===== config.mk =====
export PLATFORM = sky130hd
export DESIGN_NAME = fpu_sequencer
export DESIGN_NICKNAME = d
export VERILOG_FILES = /design/src/rtl/fpu_sequencer.sv
export SDC_FILE = /design/constraint.sdc
export NUM_CORES = 1
export LEC_CHECK = 0
export ABC_AREA = 1
export ABC_CLOCK_PERIOD_IN_PS = 1600
export CAP_MARGIN = 20
export CELL_PAD_IN_SITES_DETAIL_PLACEMENT = 0
export CELL_PAD_IN_SITES_GLOBAL_PLACEMENT = 1
export CORE_UTILIZATION = 30
export DETAILED_ROUTE_END_ITERATION = 7
export GPL_ROUTABILITY_DRIVEN = 0
export PLACE_DENSITY = 0.76
export SYNTH_ARGS = -nofsm -noshare
export SYNTH_HDL_FRONTEND = slang
export SYNTH_SLANG_ARGS = --single-unit

===== constraint.sdc =====
create_clock -name clk -period 1.6 [get_ports clk]
set_clock_uncertainty 0.15 [all_clocks]
set_input_delay 0.16 -clock clk [delete_from_list [all_inputs] [get_ports clk]]
set_output_delay 0.16 -clock clk [all_outputs]
set_load 0.005 [all_outputs]

===== src/rtl/fpu_sequencer.sv =====
// FP issue/writeback controller: accepts one op from decode, resolves the rounding
// mode, launches the FPU, waits for completion under a timeout and writes back.
module fpu_sequencer #(
  parameter int unsigned TIMEOUT_CYCLES = 15
) (
  input  logic       clk,
  input  logic       rst,
  input  logic       req_valid,
  output logic       req_ready,
  input  logic [6:0] req_funct7,
  input  logic [4:0] req_rs1,
  input  logic [4:0] req_rs2,
  input  logic [4:0] req_rd,
  input  logic [2:0] req_rm,
  input  logic [2:0] csr_frm,
  output logic [4:0] rf_rs1,
  output logic [4:0] rf_rs2,
  output logic [4:0] rf_rd,
  output logic       rf_wen,
  output logic       fpu_start,
  output logic [6:0] fpu_funct7,
  output logic [2:0] fpu_frm,
  input  logic       fpu_done,
  input  logic [4:0] fpu_flags,
  output logic [4:0] fflags,
  input  logic       fflags_clr,
  output logic       busy,
  output logic       op_done,
  output logic       illegal,
  output logic       timeout
);

  typedef enum logic [1:0] {
    S_IDLE  = 2'd0,
    S_ISSUE = 2'd1,
    S_EXEC  = 2'd2,
    S_WB    = 2'd3
  } state_t;

  state_t      r_state;
  logic [6:0]  r_funct7;
  logic [4:0]  r_rs1;
  logic [4:0]  r_rs2;
  logic [4:0]  r_rd;
  logic [2:0]  r_frm;
  logic [4:0]  r_flags;
  logic [4:0]  r_fflags;
  logic [7:0]  r_cnt;

  logic [2:0]  w_rm_eff;
  logic        w_rm_bad;
  logic        w_cnt_last;
  logic [4:0]  w_fflags_next;

  always_comb begin
    w_rm_eff = (req_rm == 3'b111) ? csr_frm : req_rm;
    w_rm_bad = (w_rm_eff == 3'b101) || (w_rm_eff == 3'b110) || (w_rm_eff == 3'b111);
  end

  assign w_cnt_last = (({1'b0, r_cnt} + 9'd1) == 9'(TIMEOUT_CYCLES));

  // Clear and accumulate in the same cycle keeps only the newly reported flags.
  assign w_fflags_next = (fflags_clr ? '0 : r_fflags) |
                         ((r_state == S_WB) ? r_flags : '0);

  // Selects and operation fields come straight from the capture registers, so they
  // stay stable from ISSUE through EXEC without extra holding logic.
  assign rf_rs1     = r_rs1;
  assign rf_rs2     = r_rs2;
  assign rf_rd      = r_rd;
  assign fpu_funct7 = r_funct7;
  assign fpu_frm    = r_frm;
  assign fflags     = r_fflags;

  always_ff @(posedge clk or posedge rst) begin
    if (rst) begin
      r_state   <= S_IDLE;
      r_funct7  <= '0;
      r_rs1     <= '0;
      r_rs2     <= '0;
      r_rd      <= '0;
      r_frm     <= '0;
      r_flags   <= '0;
      r_fflags  <= '0;
      r_cnt     <= '0;
      req_ready <= 1'b1;
      busy      <= 1'b0;
      fpu_start <= 1'b0;
      rf_wen    <= 1'b0;
      op_done   <= 1'b0;
      illegal   <= 1'b0;
      timeout   <= 1'b0;
    end else begin
      fpu_start <= 1'b0;
      rf_wen    <= 1'b0;
      op_done   <= 1'b0;
      illegal   <= 1'b0;
      timeout   <= 1'b0;
      r_fflags  <= w_fflags_next;

      case (r_state)
        S_IDLE: begin
          if (req_valid) begin
            if (w_rm_bad) begin
              illegal <= 1'b1;
            end else begin
              r_funct7  <= req_funct7;
              r_rs1     <= req_rs1;
              r_rs2     <= req_rs2;
              r_rd      <= req_rd;
              r_frm     <= w_rm_eff;
              r_state   <= S_ISSUE;
              fpu_start <= 1'b1;
              req_ready <= 1'b0;
              busy      <= 1'b1;
            end
          end
        end

        S_ISSUE: begin
          r_cnt   <= '0;
          r_state <= S_EXEC;
        end

        S_EXEC: begin
          if (fpu_done) begin
            r_flags <= fpu_flags;
            r_state <= S_WB;
            rf_wen  <= 1'b1;
            op_done <= 1'b1;
          end else if (w_cnt_last) begin
            timeout   <= 1'b1;
            r_state   <= S_IDLE;
            req_ready <= 1'b1;
            busy      <= 1'b0;
          end else begin
            r_cnt <= r_cnt + 8'd1;
          end
        end

        S_WB: begin
          r_state   <= S_IDLE;
          req_ready <= 1'b1;
          busy      <= 1'b0;
        end

        default: begin
          r_state   <= S_IDLE;
          req_ready <= 1'b1;
          busy      <= 1'b0;
        end
      endcase
    end
  end

endmodule


# Yosys cells after proc, flatten, opt, wreduce, memory -nomap -nowiden
# Index checks and enable logic that the tools add are counted.
# classes
addsub,2
reduce_logical,10
eq_ne,14
muxes,32
bitwise,2
# op_table
cell,n
$mux 1,19
$mux 8,2
$pmux 8 s2,1
$eq 3x3->1 const B,4
$mux 5,2
$ne 2x2->1 const B,5
$add 8x1->9 const B,1
$eq 9x4->1 const B,1
$reduce_and 3->1,3
$add 8x1->8 const B,1
$mux 2,4
$pmux 2 s4,1
$pmux 1 s3,2
$or 5x5->5,1
$reduce_and 5->1,1
$eq 2x2->1 const B,2
$mux 3,1
$ne 3x3->1 const B,1
$reduce_bool 3->1,1
$eq 2x1->1 const B,1
$logic_not 2->1,1
$logic_or 1x1->1,2
$reduce_and 2->1,1
$reduce_bool 2->1,1
$not 1->1,1
# totals
output_inout_bits,37
input_bits,38
reg_bits,51

# Longest topological paths before layout
# depth
word_depth,8
mapped_depth,11
ltp_nobuf,11

# Worst setup path after synthesis
# No wires, ideal clock.
# synth_path
path_type,register to register
startpoint,register r_cnt[1]
endpoint,register r_state[1]
setup_ns,0.131
setup_slack_ns,-0.035
t_arrival_ns,1.354
path_buffers,1
t_required_ns,1.319
path_stages_with_launch,10
path_cell_list,dfrtp_1 -> ha_1 -> nand3_1 -> o21ai_1 -> nand2_1 -> nor2_2 -> nand3_2 -> buf_6 -> nand2_8 -> nand3_1
# synth_between
elab_chain_len,4
# synth_rtl
item,line_no,rtl
start: declaration,48,logic [7:0] r_cnt;
start signal: assignment,137,r_cnt <= r_cnt + 8'd1;
$add 8x1->9,60,"assign w_cnt_last = (({1'b0, r_cnt} + 9'd1) == 9'(TIMEOUT_CYCLES));"
$eq 9x4->1,60,
$ne 3x3->1 (no source line),n/a,
$reduce_and 3->1 (no source line),n/a,
end signal: assignment,77,r_state <= S_IDLE;
end signal: assignment,112,r_state <= S_ISSUE;
end signal: assignment,122,r_state <= S_EXEC;
end: declaration,40,state_t r_state;
# No other way between the ends.
# A chain may end at the register's enable or synchronous reset.

# Final worst setup path
# layout_path
startpoint,register r_cnt[1]
endpoint,register r_cnt[3]
# layout_between
elab_chain_len,4
elab_cells_between_ends,8
# layout_rtl
item,line_no
$add 8x1->9 or $add 8x1->8 (tied branches),"60, 137"
$eq 9x4->1 or $mux 8 (tied branches),"60, 131"
$ne 2x2->1 (no source line) or $mux 8 (tied branches),n/a
$reduce_and 3->1 (no source line) or $pmux 8 s2 (tied branches),n/a
# Parallel ways exist; a longest one is shown, timed or not. The select of a mux whose other input is x is not followed.

==> results.toml <==
[run_status]
status = "finished, violations left"
violations = "setup timing"

[placement]
numPortBuffers = 74
dp.final_hpwl_um = 3809
dp_cells = 443

[synth]
synth_warnings = 0
synth.avg_cell_area_um2 = 8.676
synthTopCellsByCount = "nand2_1, dfrtp_1, nand3_1"
postSynth.asyncResetShare_pct = 100.0
synth_top_family_by_area = "simple AND/OR/NAND/NOR gates"
synth_area_leaders = "dfrtp_1, nand2_1, nand3_1, inv_1, nor2_1"
synth_xor_area_share_pct = 1.178
syn_inst = 257
synthAdderAreaFrac_pct = 1.122
syn_area_um2 = 2230
netlist.area_leader.share_pct = 56.12
seq_area_frac_synth_pct = 57.30
ys_dominant_reg_cell = "dfrtp_1"
ys_seq_elements = 51
synth_simple_gate_area_share_pct = 29.74
synth_mux_area_share_pct = 0
synth-edff-count = 0
syn-num-nets = 297
yosysUniqueCellTypes = 25
synth.most_common_cell = "nand2_1"
synth_largest_area_cell = "dfrtp_1"
synth_compound_area_share_pct = 4.377

[worst_setup_path]
cp_max_fo = 6
endpoint_kind = "flop"
required_ns = 1.68
cp-start-kind = "flop"
arrival_ns = 1.84
worstSetupPathType = "reg -> reg"

[drt]
first_iter_violations = 96
avgViaCountPerCell = 4.329
ant_nets = 0
wl_um = 5839
vias = 2026
drc = 0
first_pass_iters = 4
wl_per_cell_um = 12.48

[finish]
diodes = 0
drive_gt1_share_pct = 20.33
fin_cells = 468
area_growth_pct = 62.23
nets = 409
final.fill_count = 705

[global_routing]
grt_first_pass_wirelength_um = 8852
antenna_found_initial = 0
gr-total-overflow = 0
grt_pass1_vias = 1887
track_usage_pct = 14.72
grt_max_degree = 52

[sta]
fin_crit_sh_pct = 109.8
max-slew-margin-rel_pct = 81.02
hold_viol_final = 0
setup_ws_ns = -0.1563
fmax_ghz = 0.5694
finalSetupViolCount = 13
report.final.slew_viol_count = 0
rsz0062_at_grt = "yes"
period_minus_slack_ns = 1.756
setup_tns_ns = -1.447
worst_pin_slew_ns = 0.2847

[cts]
cts_made_buffers = 5
cts_tree = "yes"
cts_sinks = 51
cts_root_buf = "clkbuf_8"
h-tree-depth = 2
clkTransAtPathRegs_ns = 0.10
clk_path_buf_depth = 2
clock_latency_ns = 0.30

[die]
row_count = 31
fp.dieH_um = 88.21
core_area_um2 = 7214
start_util_pct = 30.91
die_area_um2 = 7781
ios = 75
die_width_um = 88.21

[pwr]
peakVddDrop_uv = 679.7
pwr_density_cell_nw_per_um2 = 1420
leakage_nw = 1.729

[hold_path]
hp-class = "in -> async"

[job]
maxCapViolations = 0
## stage by stage
| step | utilization, % | setup slack [ns] | hold slack (ns) | instance area [um2] | total power [W] |
|---|---|---|---|---|---|
| floorplan | - | -0.006377 | 0.08347 | 2242 | 0.002937 |
| global placement | 45.16 | -0.3780 | 0.3017 | 3258 | 0.004129 |
| detailed placement | 45.16 | -0.4429 | 0.3070 | 3258 | 0.004173 |
| CTS | 48.75 | -0.1821 | 0.08538 | 3517 | 0.005083 |
| global route | 50.14 | -0.2341 | 0.09306 | 3617 | 0.005534 |
| finish | 50.14 | -0.1563 | 0.06430 | 3617 | 0.005136 |
## report_power, final
part / leakage, nW / internal [W] / switching, W / total (W)
combinational: 1.04 / 0.00133 / 0.00101 / 0.00234
clock: 0.0440 / 0.000300 / 0.000421 / 0.000721
sequential: 0.646 / 0.00179 / 0.000283 / 0.00207
total: 1.73 / 0.00342 / 0.00171 / 0.00514
## layer usage
layer	vias up	track usage (%)	routed length, um
met3	7	2.705	310
met1	942	20.30	2521
met2	51	23.43	2933
met4	0	4.839	74
li1	1026	-	-
met5	-	0	0
## critical path: stages (launching register included)
cell      delay [ns]
dfrtp_2         0.43
buf_4           0.14
nand3_2         0.09
o21bai_1        0.14
nand2_1         0.10
nor2_2          0.13
nand3_2         0.12
buf_12          0.17
nand2_8         0.08
nand3_1         0.08
nand2_1         0.07
## state kept, by name, summed over array words and instances, names as in the netlist, 3 cells and up
signal / cells
fflags: 5
fpu_frm: 3
fpu_funct7: 7
r_cnt: 8
r_flags: 5
rf_rd: 5
rf_rs1: 5
rf_rs2: 5
## final cells by class
class                   count  area, um2  share of cell area (%)
flip-flops and latches     51       1284                   35.49
repair buffers            110       1121                   30.99
multi-input cells         179      913.4                   25.25
well taps                  99      123.9                   3.424
inverters                  21      86.33                   2.387
clock buffers               5      68.82                   1.902
clock inverters             2      13.76                  0.3805
repair inverters            1      6.256                  0.1730
## repair_timing
item / in CTS / in global routing
endpoints found under the hold margin: 0 / 0
endpoints found under the setup margin: 38 / 27
hold buffers: 0 / 0
resized for setup: 14 / 15
pin swaps: 12 / 12
setup buffers: 10 / 4
gates cloned: 3 / 1
## cell families (layout without fill, tap and decap cells)
logic type,count (synthesis),in the layout
DFF,51,51
and+or+nand+nor,156,157
xor gates and xnor gates,3,3
adders and majority gates,2,2
AOI/OAI and AO/OA,17,17
buffers and inverters,28,139
## path summary, 6_finish.rpt
path | slack [ns] | from | end | depth (start not counted)
worst max-delay path | -0.16 | r_cnt[1] | r_cnt[3] | 10
worst min-delay path | 0.06 | rst | rf_rs2[3] | 3
worst max register to register | -0.16 | r_cnt[1] | r_cnt[3] | 10
worst min register to register | 0.32 | req_ready | req_ready | 2
max in group asynchronous | 0.92 | rst | req_ready | 3
min in group clk | 0.23 | req_rm[0] | fpu_frm[0] | 3
## cell usage in the layout (no fill, tap or decap)
cell / synthesis / routed
inv_1: 20 / 19
nand3_4: 0 / 1
buf_16: 0 / 1
inv_4: 0 / 1
nand3_1: 23 / 16
nand2_2: 2 / 3
clkdlybuf4s50_1: 0 / 69
dlygate4sd2_1: 0 / 4
clkbuf_8: 0 / 5
nand2_1: 109 / 108
ha_4: 0 / 1
o22ai_1: 4 / 4
nor2_2: 2 / 5
o21a_1: 1 / 1
dfrtp_1: 50 / 45
o21ai_0: 8 / 8
inv_2: 1 / 1
nor3_2: 0 / 1
nor2_4: 1 / 1
clkinv_4: 0 / 1
clkbuf_16: 0 / 1
o21ai_1: 2 / 1
o21ai_2: 0 / 1
buf_12: 0 / 6
nand2_8: 1 / 2
dfrtp_2: 0 / 5
nand3b_1: 2 / 2
nor2_1: 14 / 11
xor2_1: 2 / 1
dlymetal6s2s_1: 0 / 1
xnor2_1: 1 / 1
dfstp_2: 1 / 1
xor2_2: 0 / 1
ha_1: 2 / 1
inv_8: 0 / 1
o21bai_1: 2 / 2
nand3_2: 1 / 7
buf_4: 3 / 28
clkinv_2: 0 / 1
Note: power is estimated with default switching activity, not from simulation.
